===== src/rtl/mem_arb_pkg.sv =====
// Shared types and constants for the two-port memory arbiter.
// Port ids double as bit positions in the arbiter's request/grant vectors.
package mem_arb_pkg;

  typedef enum logic [1:0] {
    IDLE   = 2'd0,
    ACCESS = 2'd1,
    RESP   = 2'd2
  } state_t;

  localparam int DEF_ADDR_W = 4;
  localparam int DEF_DATA_W = 8;

  localparam logic PORT_F = 1'b0;
  localparam logic PORT_D = 1'b1;

endpackage


===== src/rtl/rr_arb2.sv =====
// Two-requester round-robin arbiter: bit 0 = fetch, bit 1 = data.
// The grant is combinational; the last-served pointer moves only on an accepted grant.
module rr_arb2
  import mem_arb_pkg::*;
(
  input  logic       clk,
  input  logic       rst,
  input  logic [1:0] req,
  input  logic       accept,
  output logic [1:0] grant
);

  logic       last_r;
  logic [1:0] grant_s;

  // One-hot grant; on a tie, the port not served last wins
  always_comb begin
    grant_s = 2'b00;
    case (req)
      2'b01:   grant_s = 2'b01;
      2'b10:   grant_s = 2'b10;
      2'b11:   grant_s = (last_r == PORT_F) ? 2'b10 : 2'b01;
      default: grant_s = 2'b00;
    endcase
  end

  assign grant = grant_s;

  // Last-served pointer; reset favours fetch on the first tie
  always_ff @(posedge clk) begin
    if (rst) begin
      last_r <= PORT_D;
    end else if (accept) begin
      last_r <= grant_s[1] ? PORT_D : PORT_F;
    end else begin
      last_r <= last_r;
    end
  end

endmodule


===== src/rtl/mem_arbiter.sv =====
// Fetch/data memory arbiter: one transaction in flight, fixed three-cycle
// IDLE -> ACCESS -> RESP sequence, round-robin tie-break between ports.
module mem_arbiter
  import mem_arb_pkg::*;
#(
  parameter int ADDR_W = DEF_ADDR_W,
  parameter int DATA_W = DEF_DATA_W
) (
  input  logic              clk,
  input  logic              rst,
  input  logic              f_req_valid,
  output logic              f_req_ready,
  input  logic [ADDR_W-1:0] f_addr,
  output logic              f_rsp_valid,
  output logic [DATA_W-1:0] f_rdata,
  input  logic              d_req_valid,
  output logic              d_req_ready,
  input  logic [ADDR_W-1:0] d_addr,
  input  logic              d_we,
  input  logic [DATA_W-1:0] d_wdata,
  output logic              d_rsp_valid,
  output logic [DATA_W-1:0] d_rdata,
  output logic [ADDR_W-1:0] mem_addr,
  output logic              mem_read,
  output logic              mem_write,
  output logic [DATA_W-1:0] mem_wdata,
  input  logic [DATA_W-1:0] mem_rdata,
  output logic              busy
);

  state_t            state_r;
  state_t            state_nx_s;
  logic [1:0]        req_s;
  logic [1:0]        grant_s;
  logic              hs_s;
  logic              port_r;
  logic              we_r;
  logic [ADDR_W-1:0] mem_addr_r;
  logic              mem_read_r;
  logic              mem_write_r;
  logic [DATA_W-1:0] mem_wdata_r;
  logic              f_rsp_valid_r;
  logic              d_rsp_valid_r;
  logic [DATA_W-1:0] f_rdata_r;
  logic [DATA_W-1:0] d_rdata_r;

  // Requests are only visible to the arbiter in IDLE, so ready is IDLE-only
  assign req_s = {d_req_valid, f_req_valid} & {2{state_r == IDLE}};
  assign hs_s  = |(req_s & grant_s);

  rr_arb2 u_rr_arb2 (
    .clk    (clk),
    .rst    (rst),
    .req    (req_s),
    .accept (hs_s),
    .grant  (grant_s)
  );

  // State register
  always_ff @(posedge clk) begin
    if (rst) begin
      state_r <= IDLE;
    end else begin
      state_r <= state_nx_s;
    end
  end

  // Next-state logic
  always_comb begin
    state_nx_s = state_r;
    case (state_r)
      IDLE: begin
        if (hs_s) begin
          state_nx_s = ACCESS;
        end else begin
          state_nx_s = IDLE;
        end
      end
      ACCESS:  state_nx_s = RESP;
      RESP:    state_nx_s = IDLE;
      default: state_nx_s = IDLE;
    endcase
  end

  // Request latch, memory strobes, response capture
  always_ff @(posedge clk) begin
    if (rst) begin
      port_r        <= PORT_F;
      we_r          <= 1'b0;
      mem_addr_r    <= '0;
      mem_read_r    <= 1'b0;
      mem_write_r   <= 1'b0;
      mem_wdata_r   <= '0;
      f_rsp_valid_r <= 1'b0;
      d_rsp_valid_r <= 1'b0;
      f_rdata_r     <= '0;
      d_rdata_r     <= '0;
    end else begin
      mem_addr_r    <= '0;
      mem_read_r    <= 1'b0;
      mem_write_r   <= 1'b0;
      mem_wdata_r   <= '0;
      f_rsp_valid_r <= 1'b0;
      d_rsp_valid_r <= 1'b0;
      if (hs_s) begin
        // Strobes are loaded here so they are high for exactly the ACCESS cycle
        port_r      <= grant_s[1] ? PORT_D : PORT_F;
        we_r        <= grant_s[1] & d_we;
        mem_addr_r  <= grant_s[1] ? d_addr : f_addr;
        mem_read_r  <= ~(grant_s[1] & d_we);
        mem_write_r <= grant_s[1] & d_we;
        mem_wdata_r <= (grant_s[1] & d_we) ? d_wdata : '0;
      end else if (state_r == ACCESS) begin
        if (port_r == PORT_D) begin
          d_rsp_valid_r <= 1'b1;
          d_rdata_r     <= we_r ? '0 : mem_rdata;
        end else begin
          f_rsp_valid_r <= 1'b1;
          f_rdata_r     <= mem_rdata;
        end
      end
    end
  end

  assign f_req_ready = grant_s[0];
  assign d_req_ready = grant_s[1];
  assign mem_addr    = mem_addr_r;
  assign mem_read    = mem_read_r;
  assign mem_wdata   = mem_wdata_r;
  // Reset must abort in-flight work immediately: no write lands, no response escapes
  assign mem_write   = mem_write_r & ~rst;
  assign f_rsp_valid = f_rsp_valid_r & ~rst;
  assign d_rsp_valid = d_rsp_valid_r & ~rst;
  assign f_rdata     = f_rdata_r;
  assign d_rdata     = d_rdata_r;
  assign busy        = (state_r != IDLE);

endmodule

===== config.mk =====
export PLATFORM = sky130hd
export DESIGN_NAME = mem_arbiter
export DESIGN_NICKNAME = d
export VERILOG_FILES = /design/src/rtl/mem_arb_pkg.sv /design/src/rtl/rr_arb2.sv /design/src/rtl/mem_arbiter.sv
export SDC_FILE = /design/constraint.sdc
export NUM_CORES = 1
export LEC_CHECK = 0
export CAP_MARGIN = 15
export CORE_UTILIZATION = 30
export DETAILED_ROUTE_END_ITERATION = 10
export GPL_TIMING_DRIVEN = 0
export SLEW_MARGIN = 10
export SYNTH_ARGS = -nofsm -noshare
export SYNTH_HDL_FRONTEND = slang
export SYNTH_SLANG_ARGS = --single-unit

===== constraint.sdc =====
create_clock -name clk -period 1.54 [get_ports clk]
set_input_delay 0.308 -clock clk [delete_from_list [all_inputs] [get_ports clk]]
set_output_delay 0.308 -clock clk [all_outputs]
set_load 0.01 [all_outputs]

; ---- Word-level counts from Yosys, hierarchy flattened
; Index checks and enable logic that the tools add are counted.
; W data, S select, Z words.
[totals]
wordCells = 44
inputBits = 29
regBits = 37
[op_classes]
muxes = 9
eq_ne = 4
bitwise = 11
n_reduce_logical = 8
[op_table]
columns = cell, count
row1 = $mux W8, 1
row2 = $pmux W2 S3, 1
row3 = $reduce_and A3 Y1, 2
row4 = $not A1 Y1, 5
row5 = $and A1 B1 Y1, 4
row6 = $and A2 B2 Y2, 2
row7 = $eq A2 B1 Y1 const B, 2
row8 = $eq A2 B2 Y1 const B, 2
row9 = $mux W1, 4
row10 = $mux W4, 1
row11 = $pmux W2 S2, 1
row12 = $reduce_or A2 Y1, 2
row13 = $reduce_or A4 Y1, 1
row14 = $reduce_or A3 Y1, 1
row15 = $logic_not A2 Y1, 1
row16 = $mux W2, 1
row17 = $reduce_bool A2 Y1, 1

; ---- Logic depth before layout (Yosys ltp)
; Gate-level depths: netlist (run 1).
[depth]
ltp_word = 8
mapped_depth = 4
ltp_nobuf = 4

; ---- Modules after synthesis
; Synthesis (run 1) repeated with hierarchy kept, for this count alone.
[unflattened]
cells_unflattened = 132
hier_area_um2 = 1335.0
[modules_own_cells]
columns = mod, area_each_um2, seq_area_each_um2, n_inst, cells_each
row1 = mem_arbiter, 1281.2, 720.7, 1, 126
row2 = rr_arb2, 53.8, 20.0, 1, 6

; ---- Worst setup path after synthesis (run 1)
; OpenSTA, ideal clock, no wires.
[synth_timing]
path_kind = register to output
startpoint = register state_r[1]
endpoint = output f_req_ready
path_stages_with_launch = 3
slack_ps = 215
arrival_ps = 1017
required_ps = 1232
path_cell_list = dfxtp_1 or3b_2 nor2_1
[synth_between]
elab_chain_cells = 4
[synth_rtl]
columns = element, line_no
row1 = "start, declared", mem_arbiter.sv:31  ; state_t state_r;
row2 = "start signal, assigned", mem_arbiter.sv:64  ; state_r <= state_nx_s;
row3 = $logic_not A2 Y1 (*), mem_arbiter.sv:48  ; assign req_s = {d_req_valid, f_req_valid} & {2{state_r == IDLE}};
row4 = $and A2 B2 Y2 (*), mem_arbiter.sv:48
row5 = $eq A2 B2 Y1 or $eq A2 B1 Y1 (tied branches), rr_arb2.sv:19  ; case (req)
row6 = $pmux W2 S3 (*), rr_arb2.sv:19
row7 = "end, declared", mem_arbiter.sv:12  ; output logic f_req_ready,
; Mark *: on every way between the ends. The rest lies on a longest branch, timed or not.

; ---- Worst setup path after layout (run 1)
; Same ends and word-level chain as after synthesis.

==> out/summary.txt, run 1 <==
Max-cap violation count = 0
Worst rel slew slack = 53.8%
Worst-skew pair later-pin latency = 290 ps
Synth top area cells = dfxtp_1, mux2i_1, nand3b_1, a21oi_1, nand2_1
Clock Skew = 5.27 ps
Count leader, synth = dfxtp_1
Ant. Diodes = 0
# setup viols final = 1
Area growth syn-to-layout = 63.3%
Die H = 68.1 microns
Failing checks = setup timing
F_max = 621 MHz
Final wirelength = 3240 microns
Total number of vias = 1194
Cts-stage hold buffer count = 0
H-tree Lvls = 2
Worst slew pin tran = 687 ps
Largest net degree at the start of global routing = 13
Hold Crit Start = rst
Crit-path cells = or3b_4, nor2_1, buf_2
Yosys reg bits = 37
Clk root buf = clkbuf_8
Final WS setup = -70.4 ps
Clock transition at the registers of the reported paths = 70 ps
Net Count, Synth = 161
DRC violations left = 0
Fin crit share = 105%
Max Slew Vio Count = 0
Layout Nets = 235
Multi-input gate area = 561 sq um
Post-DR wirelength/cell = 12.6 microns
Syn avg cell area = 9.94 sq um
Commonest cells post-synth = dfxtp_1, nand2_1, a21oi_1, nor2_1
RSZ-0062 raised after global routing = yes
Startpoint types = flip-flop
Drt pass-1 iters = 4
GR Util All Layers = 15.5%
Critical Path RT = 1230 ps
Vias in the first global route = 1139
Worst path max stage delay = 410 ps
Area taken by flip-flops and latches = 748 sq um
Fraction of layout cells with a size suffix above 1 = 13.0%
CP startpoint = state_r[1]
Final hold slack = 282 ps
Synth warn = 0
Die area = 4640 sq um
Initial antenna violation count = 0
# rows = 23
Critical path class = reg -> out
Main synth FF type = dfxtp_1
LEAKAGE = 0.843 nW
# IOs = 64
Post-synth top area cell = dfxtp_1
CTS Buffer Depth = 2
Gr ovfl total = 0
Post-synthesis sequential area ratio = 56.4%
PortBufs = 63
CP arrival = 1300 ps
Final Hold Viols = 0
Power Total = 2.05 mW
Crit path max fanout = 8
Gate Count Post-Synth = 132
Setup crit end kind = output port
Top cell type's share of synthesized area = 56.4%
Post-Synthesis Cell Area = 1310 sq um
Sink Count = 37
First-pass GRT wire length = 5140 microns
Peak VDD IR = 0.651 mV
TritonCTS Buffers = 5
Die width = 68.1 microns
Netlist cell types = 24
Dpl hpwl = 2310 microns
DR iter-0 viols = 60
Initial Utilization = 32.1%
Outcome = finished, violations left
Fillers = 368
RR Startpoint = state_r[1]
Hold Crit Class = in -> reg
Vias per std cell = 4.65
Antenna Nets Post-Route = 0
Min Tclk post-route = 1610 ps
Asr flop ratio synth = 0%
TritonCTS clock tree = done
EDFF count, synth = 0
GPL Wtd Cong = 0.737
Slowest CP cell = or3b_4
Core area = 4090 sq um
PwrDens = 958 nW/um^2
layout make-up:
type | count | share of cell area [%]
well taps | 50 | 2.92
plain buffers | 5 | 1.40
clock inverters | 2 | 0.642
inverters | 2 | 0.350
repair buffers | 67 | 29.8
multi-input cells | 88 | 26.2
flip-flops and latches | 37 | 34.9
clock buffers | 6 | 3.85
critical path: cells and delay by family, from the launching register on:
kind | cells | cell delay [ps]
simple gates | 2 | 510
flops | 1 | 380
buf+inv | 1 | 130
per-layer routing:
metal	GRT usage [%]	wire (microns)
met1	17.8	1450
met2	24.8	1430
met3	6.50	309
met4	7.03	50
met5	0	0
metrics by stage:
| stage | util, % | cells | setup TNS, ps | setup slack, ps | instance area (sq um) |
|---|---|---|---|---|---|
| after global routing | 52.4 | 257 | -106 | -106 | 2140 |
| after global placement | 49.1 | 245 | -8100 | -721 | 2010 |
| final | 52.4 | 257 | -70.4 | -70.4 | 2140 |
| after detailed placement | 49.1 | 245 | -8590 | -745 | 2010 |
| after CTS | 52.3 | 255 | -83.3 | -83.3 | 2140 |
| after floorplan | - | 132 | 0 | 215 | 1310 |
cell families (layout without fill, tap and decap cells):
| logic type | after synthesis | in the layout | synth area share, % |
|---|---|---|---|
| buffers and inverters | 7 | 82 | 2.10 |
| AND/OR/NAND/NOR | 62 | 62 | 27.4 |
| flip-flops | 37 | 37 | 56.4 |
| AO/OA/AOI/OAI | 18 | 18 | 8.01 |
| multiplexers | 8 | 8 | 6.10 |
cells in the final DEF (no fill, tap or decap), types with 2 or more instances in the layout:
master and n:
a21oi_1 13, and2_1 9, buf_2 4, buf_4 3, clkbuf_1 3, clkbuf_8 7, clkdlybuf4s50_1 53, dfxtp_1 35
dfxtp_4 2, dlygate4sd2_1 6, inv_1 2, mux2i_1 8, nand2_1 16, nand3b_1 9, nor2_1 12, nor2b_1 6
nor3b_1 2, or3b_4 2
timing repair:
action,CTS,global route
pin swaps,3,1
resized for setup,25,5
buffers inserted,2,1
cloned,0,1
setup endpoints to repair,20,9
where the power goes:
| part | switching (mW) | internal [mW] |
|---|---|---|
| clock network | 0.343 | 0.362 |
| logic | 0.129 | 0.190 |
| registers | 0.0306 | 0.999 |
| total | 0.503 | 1.55 |
state kept, by name, summed over array words and instances (netlist names), 2 cells and up:
register and cells:
state_r 2, mem_addr 4, mem_wdata 8, f_rdata 8, d_rdata 8
path summary, 6_finish.rpt:
path	endpoint	slack, ps	depth (start not counted)
worst max-delay path	f_req_ready	-70	3
worst min-delay path	f_rsp_valid_r	280	2
worst max register to register	mem_wdata[2]	120	4
worst min register to register	d_rdata[5]	450	2
Power figures use the tool's default switching activity.
==> inputs of run 2 (changes only) <==
PLACE_DENSITY = 0.63   (was unset)
==> run 2 against run 1 <==
Compared with the run above:
- the flow still finishes with violations (setup timing)
- flip-flop and latch count unchanged
- largest cell class unchanged
- sequential share of layout area decreased by 1.2 points
- highest routed layer unchanged
- first-iteration DRC count decreased by 50%
- largest power group unchanged
- utilization rose by 1.9 points
==> out/summary.txt, run 2 (synthesized netlist as in run 1, its figures left out) <==
Outcome = finished, violations left
Failing checks = setup timing
Max Slew Vio Count = 0 (unchanged)
Final WS setup = -13.0 ps (+57.4 ps)
F_max = 644 MHz (+3.7%)
Setup TNS = -13.0 ps (+57.4 ps)
Min Tclk post-route = 1550 ps (-57.4 ps)
# setup viols final = 1 (unchanged)
RSZ-0062 raised after global routing = yes
Max-cap violation count = 0 (unchanged)
DR iter-0 viols = 30 (-50%)
Total number of vias = 1207 (+1.1%)
Core area = 4090 sq um (unchanged)
Commonest non-fill, non-tap cells in the layout = clkdlybuf4s50_1, dfxtp_1, nand2_1
Hold Crit Start = d_we
Hold Crit Class = in -> reg
# rows = 23 (unchanged)
Critical path class = reg -> out
Met2 usage = 25.5% (+0.74 points)
Setup crit end kind = output port
Crit path max fanout = 5 (-3)
Largest net degree at the start of global routing = 11 (-2)
Area after DPL = 2010 sq um (unchanged)
Ant. Diodes = 0 (unchanged)
Sink Count = 37 (unchanged)
Initial Utilization = 32.1% (unchanged)
Final wirelength = 3480 microns (+7.5%)
Worst slew pin tran = 729 ps (+42.3 ps)
Post-route cell area = 2220 sq um (+3.6%)
Area taken by flip-flops and latches = 748 sq um (unchanged)
TritonCTS Buffers = 5 (unchanged)
First-pass GRT wire length = 5280 microns (+2.7%)
PortBufs = 63 (unchanged)
Cts-stage hold buffer count = 0 (unchanged)
CTS Buffer Depth = 2 (unchanged)
GR Util met3 = 8.00% (+1.5 points)
Worst-skew pair later-pin latency = 280 ps (about the same)
Dpl hpwl = 2450 microns (+6.0%)
GR Util All Layers = 15.6% (+0.13 points)
Drt pass-1 iters = 4 (unchanged)
Vias in the first global route = 1150 (+0.97%)
Multi-input gate area = 573 sq um (+2.2%)
Commonest non-fill, non-tap cell in the layout = clkdlybuf4s50_1
Peak VDD IR = 0.532 mV (-18%)
Fillers = 374 (+1.6%)
Post-DR wirelength/cell = 13.2 microns (+4.6%)
Layout Nets = 243 (+3.4%)
Startpoint types = flip-flop
Die width = 68.1 microns (unchanged)
Clk root buf = clkbuf_8
Vias per std cell = 4.57 (-1.6%)
Critical Path RT = 1230 ps (about the same)
DRC violations left = 0 (unchanged)
Final Hold Viols = 0 (unchanged)
Die H = 68.1 microns (unchanged)
Clock Skew = 2.88 ps (-2.39 ps)
Fraction of layout cells with a size suffix above 1 = 18.7% (+5.6 points)
Die area = 4640 sq um (unchanged)
LEAKAGE = 0.890 nW (+5.6%)
Area growth syn-to-layout = 69.2%
GPL Wtd Cong = 0.751 (+1.9%)
CP startpoint = state_r[0]
PwrDens = 923 nW/um^2 (-3.7%)
Antenna Nets Post-Route = 0 (unchanged)
Clock transition at the registers of the reported paths = 70 ps (about the same)
Met1 Use GR = 17.5% (-0.26 points)
Gr ovfl total = 0 (unchanged)
RR Startpoint = state_r[1]
Fin crit share = 101% (-3.7 points)
Pre-CTS setup slack = -737 ps (+7.79 ps)
# IOs = 64 (unchanged)
TritonCTS clock tree = done
CP arrival = 1250 ps (-50 ps)
Initial antenna violation count = 0 (unchanged)
Top Usage Layer GRT = met2
Worst rel slew slack = 51.0% (-2.8 points)
Finished Core Util = 54.3% (+1.9 points)
H-tree Lvls = 2 (unchanged)
## run 2: changes by cell type in the layout (fill, tap and decap cells not counted), sizes merged
cell | previous run | this run
clkinv | 2 | 0
buf | 7 | 15
dlymetal6s2s | 1 | 2
dlygate4sd2 | 6 | 5
clkbuf | 11 | 12
## run 2: final cells by class
class | count | share of cell area [%]
Sequential cell | 37 | 33.7
Timing Repair Buffer | 75 | 31.9
Multi-Input combinational cell | 88 | 25.8
Clock buffer | 7 | 3.89
Tap cell | 50 | 2.82
Buffer | 5 | 1.52
Inverter | 2 | 0.338
## run 2: per-stage QoR
stage / std cells / total power, mW / hold WS, ps
after global routing: 264 / 2.15 / 353
after floorplan: 132 / 1.18 / 380
after CTS: 254 / 2.05 / 457
after detailed placement: 245 / 1.36 / 449
final: 264 / 2.05 / 354
after global placement: 245 / 1.36 / 445
## run 2: path summary, 6_finish.rpt
path              slack (ps)  depth (start not counted)            to
hold reg to reg          450                          2    d_rdata[4]
hold / removal           350                          3          we_r
setup reg to reg          10                          5  mem_wdata[6]
setup / recovery         -10                          3   f_req_ready
## run 2: worst max-delay path, cell delays in order (launching register included)
cell     delay (ps)
dfxtp_4         360
or3b_4          400
nor2_2           80
buf_2           120
## run 2: routing by layer
| metal | up-vias | share of wire (%) |
|---|---|---|
| met5 | - | 0 |
| met4 | 0 | 0.83 |
| met3 | 3 | 10 |
| met2 | 56 | 47 |
| met1 | 546 | 42 |
| li1 | 602 | - |
## run 2: where the power goes
part           switching [mW]  total, mW  internal [mW]
Sequential             0.0259       1.02          0.999
Combinational           0.142      0.356          0.214
Clock                   0.314      0.669          0.355
Total                   0.482       2.05           1.57
## run 2: what timing repair did
action	in CTS	in global routing
gates resized for setup	22	18
buffers inserted	2	9
pin swaps	2	9
endpoints found under the hold margin	0	0
gates cloned	0	1
setup endpoints to repair	21	12
